### src/rtl/alu_cmd_sequencer.sv
// alu_cmd_sequencer: valid/ready command front end for the 8-bit ALU with a shadow accumulator
module alu_cmd_sequencer #(
  parameter int WIDTH = 8,
  parameter int ALU_LAT = 1
) (
  input  logic             clk,
  input  logic             rst,
  input  logic             on,
  input  logic             cmd_valid,
  output logic             cmd_ready,
  input  logic [2:0]       cmd_op,
  input  logic             cmd_acc,
  input  logic [WIDTH-1:0] cmd_a,
  input  logic [WIDTH-1:0] cmd_b,
  output logic [2:0]       alu_in_sel,
  output logic [WIDTH-1:0] alu_num1,
  output logic [WIDTH-1:0] alu_num2,
  output logic [6:0]       alu_out_sel,
  input  logic [WIDTH-1:0] alu_result,
  input  logic             alu_overflow,
  output logic             rsp_valid,
  input  logic             rsp_ready,
  output logic [WIDTH-1:0] rsp_data,
  output logic             rsp_err,
  output logic             busy
);
  typedef enum logic [2:0] {OFF, IDLE, ISSUE, WAIT, RESP} state_t;
  state_t state;
  logic [2:0] op;
  logic [WIDTH-1:0] acc;
  logic [3:0] cnt;
  logic [6:0] sel;
  logic ovf;
  assign cmd_ready = state == IDLE && on;
  assign busy = state != IDLE && state != OFF;
  assign sel = cmd_op == 3'd7 ? 7'b0000100 : 7'b1000000 >> cmd_op;
  assign ovf = alu_overflow && op == 3'd6;
  always_ff @(posedge clk) begin
    if (rst) begin
      state <= IDLE;
      op <= '0;
      acc <= '0;
      cnt <= '0;
      rsp_valid <= 1'b0;
      rsp_data <= '0;
      rsp_err <= 1'b0;
      alu_in_sel <= 3'b001;
      alu_num1 <= '0;
      alu_num2 <= '0;
      alu_out_sel <= 7'b0000100;
    end else begin
      case (state)
        OFF: if (on) state <= IDLE;
        IDLE: begin
          if (!on) state <= OFF;
          else if (cmd_valid) begin
            state <= ISSUE;
            op <= cmd_op;
            alu_in_sel <= cmd_op == 3'd7 ? 3'b001 : 3'b010;
            alu_num1 <= cmd_acc ? acc : cmd_a;
            alu_num2 <= cmd_b;
            alu_out_sel <= sel;
          end
        end
        ISSUE: begin
          state <= WAIT;
          cnt <= 4'd1;
        end
        WAIT: begin
          if (cnt >= 4'(ALU_LAT)) begin
            state <= RESP;
            rsp_valid <= 1'b1;
            rsp_data <= op == 3'd7 ? '0 : alu_result;
            rsp_err <= ovf;
            acc <= op == 3'd7 ? '0 : ovf ? acc : alu_result;
          end else cnt <= cnt + 4'd1;
        end
        RESP: begin
          if (rsp_ready) begin
            rsp_valid <= 1'b0;
            state <= on ? IDLE : OFF;
          end
        end
        default: state <= IDLE;
      endcase
    end
  end
endmodule

### config.mk
export PLATFORM = sky130hd
export DESIGN_NAME = alu_cmd_sequencer
export DESIGN_NICKNAME = d
export VERILOG_FILES = /design/src/rtl/alu_cmd_sequencer.sv
export SDC_FILE = /design/constraint.sdc
export NUM_CORES = 1
export LEC_CHECK = 0
export ABC_AREA = 1
export CORE_MARGIN = 2
export CORE_UTILIZATION = 45
export CTS_CLUSTER_SIZE = 20
export DETAILED_ROUTE_END_ITERATION = 7
export GPL_TIMING_DRIVEN = 0
export PLACE_DENSITY = 0.78
export SLEW_MARGIN = 15
export SYNTH_ARGS = -nofsm -noshare
export SYNTH_HDL_FRONTEND = slang
export SYNTH_SLANG_ARGS = --single-unit
### constraint.sdc
create_clock -name clk -period 1.6 [get_ports clk]
set_input_delay 0.16 -clock clk [delete_from_list [all_inputs] [get_ports clk]]
set_output_delay 0.16 -clock clk [all_outputs]
set_load 0.1 [all_outputs]
==> flow_summary_export.csv <==
group,metric,value,unit
floorplanning,dieArea,0.00548,sq mm
finish,final_nets,394,
logic_synthesis,synth_most_common_cell,"dfxtp_1",
route,ant_nets,0,
hold_path,hp-class,"in -> reg",
grt,grt_max_degree,17,
clock_network,cts_tree,"built",
floorplanning,ioPinCount,72,
route,wirelength,5.61,mm
sta,period_share,0.950,
critical_path,end_kind,"register",
logic_synthesis,netlist_instances,278,
clock_network,root_buffer,"clkbuf_8",
clock_network,cts_num_sinks,53,
logic_synthesis,netlist_top_cells_area,"dfxtp_1, a21oi_1, nand2_1",
sta,max_freq,658,MHz
logic_synthesis,ys_warn_count,0,
critical_path,worstPathRequired,1.84,ns
logic_synthesis,synth_commonest_cells,"dfxtp_1, a21oi_1, nand2_1, nor2_1, o21ai_0",
sta,finalHoldViolCount,0,
logic_synthesis,synth_nets,315,
floorplanning,die_h,74.0,microns
logic_synthesis,synth_top_area_frac,0.481,
grt,grt_pass1_wl,9.06,mm
outcome,status,"finished, final reports clean",
place,gp_congestion,0.841,
sta,finalClockSkew,0.00510,ns
finish,finalNonFillerCells,425,
critical_path,crit_fanout,10,
logic_synthesis,ys_seq_elements,53,
logic_synthesis,synth-main-ff-cell,"dfxtp_1",
critical_path,startpoint_type,"register",
place,hpwl,4.02,mm
logic_synthesis,ys_seq_area_frac,0.481,
finish,antennaDiodeCount,0,
sta,maxSlewHeadroom,0.619,
route,drt_pass1_iterations,4,
clock_network,htreeDepth,2,
clock_network,clock_latency,0.30,ns
clock_network,numCtsBuffers,5,
power,ir_drop,1.02,mV
run,max-cap-violations,0,
power,report.power.total,5010,uW
logic_synthesis,synth-edff-count,0,
critical_path,cp.arrival,1.76,ns
route,drc,0,
route,wl_per_cell,13.2,microns
critical_path,cp_slowest_cell,"dfxtp_1",
place,dpl.cell_count,414,
floorplanning,rows,25,
logic_synthesis,ys_async_sr_fraction,0,
critical_path,max_stage_delay,0.37,ns
grt,grt_util_all_layers,0.213,
grt,grt_pass1_vias,1995,
route,drt_iter0_drc,75,
finish,drive_above_1_share,0.201,
grt,overflow,0,
sta,worst_pin_slew,0.572,ns
logic_synthesis,synth_cell_types,24,
sta,setup_violations,0,
route,vias_per_cell,5.06,
power,p_leak,0.00130,uW
sta,slew_viol_final,0,
clock_network,path_clk_slew,0.09,ns
critical_path,timing_worst_setup_path_type,"reg -> reg",
place,portBuffers,69,
sta,fin_crit,1.52,ns
clock_network,ctsLongestPathBuffers,2,
logic_synthesis,avgSynthCellArea,7.94,sq um
grt,antenna_found_initial,0,
critical_path,path_cells,"inv_1 -> ha_1 -> inv_1 -> nor2_2 -> nand2_2 -> nand2_4 -> inv_6 -> buf_12 -> nand4_1 -> a21oi_2",
route,vias,2151,
power,powerDensity,1580,mW/mm^2
floorplanning,die_w,74.0,microns
floorplanning,core_area,0.00472,sq mm
logic_synthesis,syn_area,0.00221,sq mm
logic_synthesis,synth_largest_area_cell,"dfxtp_1",
floorplanning,start_util,0.467,
critical_path,cp_common_cell,"inv_1",
finish,area_delta_synth_final,43.6,%
-- registers in the layout, indices dropped and copies added (netlist names) --
signal,flops
acc,8
alu_in_sel,2
rsp_err,1
op,3
state,3
alu_out_sel,7
cnt,4
alu_num1,8
alu_num2,8
rsp_valid,1
rsp_data,8
-- layout by cell type, fill, tap and decap left out --
master           count
inv_2                2
clkinvlp_4           1
clkinv_2             2
nand3_4              1
buf_6                2
ha_1                 3
clkdlybuf4s15_2     35
nor2_4               3
nand2_2              2
nand3_2              1
nand2_4              2
o21ai_0             29
dfxtp_1             51
dfxtp_2              2
nor2_2               1
conb_1               1
a21oi_2              1
clkdlybuf4s50_1     32
nand3_1             12
a21oi_1             40
buf_4                4
clkbuf_8             5
inv_1               17
nor2_1              38
a22oi_1              1
buf_2                4
nand4_1             10
buf_12               2
nand2_1             38
mux2i_1              8
inv_6                1
clkbuf_1             6
nand4_2              1
-- power by group --
group | internal (uW) | switching, uW | leakage, uW | total, uW
registers | 1540 | 147 | 0.000431 | 1680
logic | 658 | 1930 | 0.000821 | 2590
clock network | 303 | 433 | 0.0000439 | 736
total | 2500 | 2510 | 0.00130 | 5010
-- per-stage QoR --
stage	cell area [sq um]	hold WS, ns	setup WS [ns]	utilization	setup TNS (ns)
after floorplan	2210	0.256	0.0912	-	0
after global placement	2980	0.426	-0.553	0.631	-1.13
after detailed placement	2980	0.437	-0.577	0.631	-1.18
after CTS	3120	0.421	0.000790	0.660	0
after global routing	3170	0.442	-0.0286	0.671	-0.0871
final	3170	0.429	0.0802	0.671	0
-- layout make-up --
class	count	area, sq um
plain buffers	13	81.3
clock buffers	5	68.8
clock inverters	3	17.5
fillers	416	1550
inverters	20	80.1
multi-input cells	192	1010
flip-flops and latches	53	1060
well taps	67	83.8
repair buffers	72	768
-- what timing repair did --
action / CTS / global route
hold buffers: 0 / 0
endpoints found under the hold margin: 0 / 0
setup buffers: 0 / 3
setup endpoints to repair: 37 / 10
resized for setup: 120 / 9
pin swaps: 0 / 1
-- cell families after synthesis --
| logic type | Yosys count | share of synthesized area |
|---|---|---|
| DFF | 53 | 0.481 |
| AOI/OAI and AO/OA | 71 | 0.162 |
| and+or+nand+nor | 109 | 0.229 |
| other | 1 | 0.00170 |
| buffers and inverters | 33 | 0.0731 |
| adders and majority gates | 3 | 0.0170 |
| muxes | 8 | 0.0363 |
-- worst max-delay path, delay by kind of cell (launching register included) --
kind	cells	cell delay, ns
DFF	1	0.37
and+or+nand+nor	4	0.36
buffers and inverters	4	0.36
adders and majority gates	1	0.20
AOI/OAI and AO/OA	1	0.16
-- path summary, 6_finish.rpt --
check	from	end	slack, ns	depth (start not counted)
worst max-delay path	cnt[0]$_SDFFE_PP0P_	acc[1]$_SDFFE_PP0P_	0.08	10
worst min register to register	cnt[3]$_SDFFE_PP0P_	cnt[3]$_SDFFE_PP0P_	0.45	2
worst min-delay path	cmd_acc	alu_num1[4]$_SDFFE_PP0P_	0.43	3
worst max register to register	cnt[0]$_SDFFE_PP0P_	acc[1]$_SDFFE_PP0P_	0.08	10
-- layer usage --
layer,vias to the layer above,track usage,wire length [microns]
met5,-,0,0
met4,0,0.0606,111
met3,11,0.0461,259
met2,64,0.346,2650
met1,990,0.287,2580
li1,1086,-,-
(Power assumes the default switching activity.)
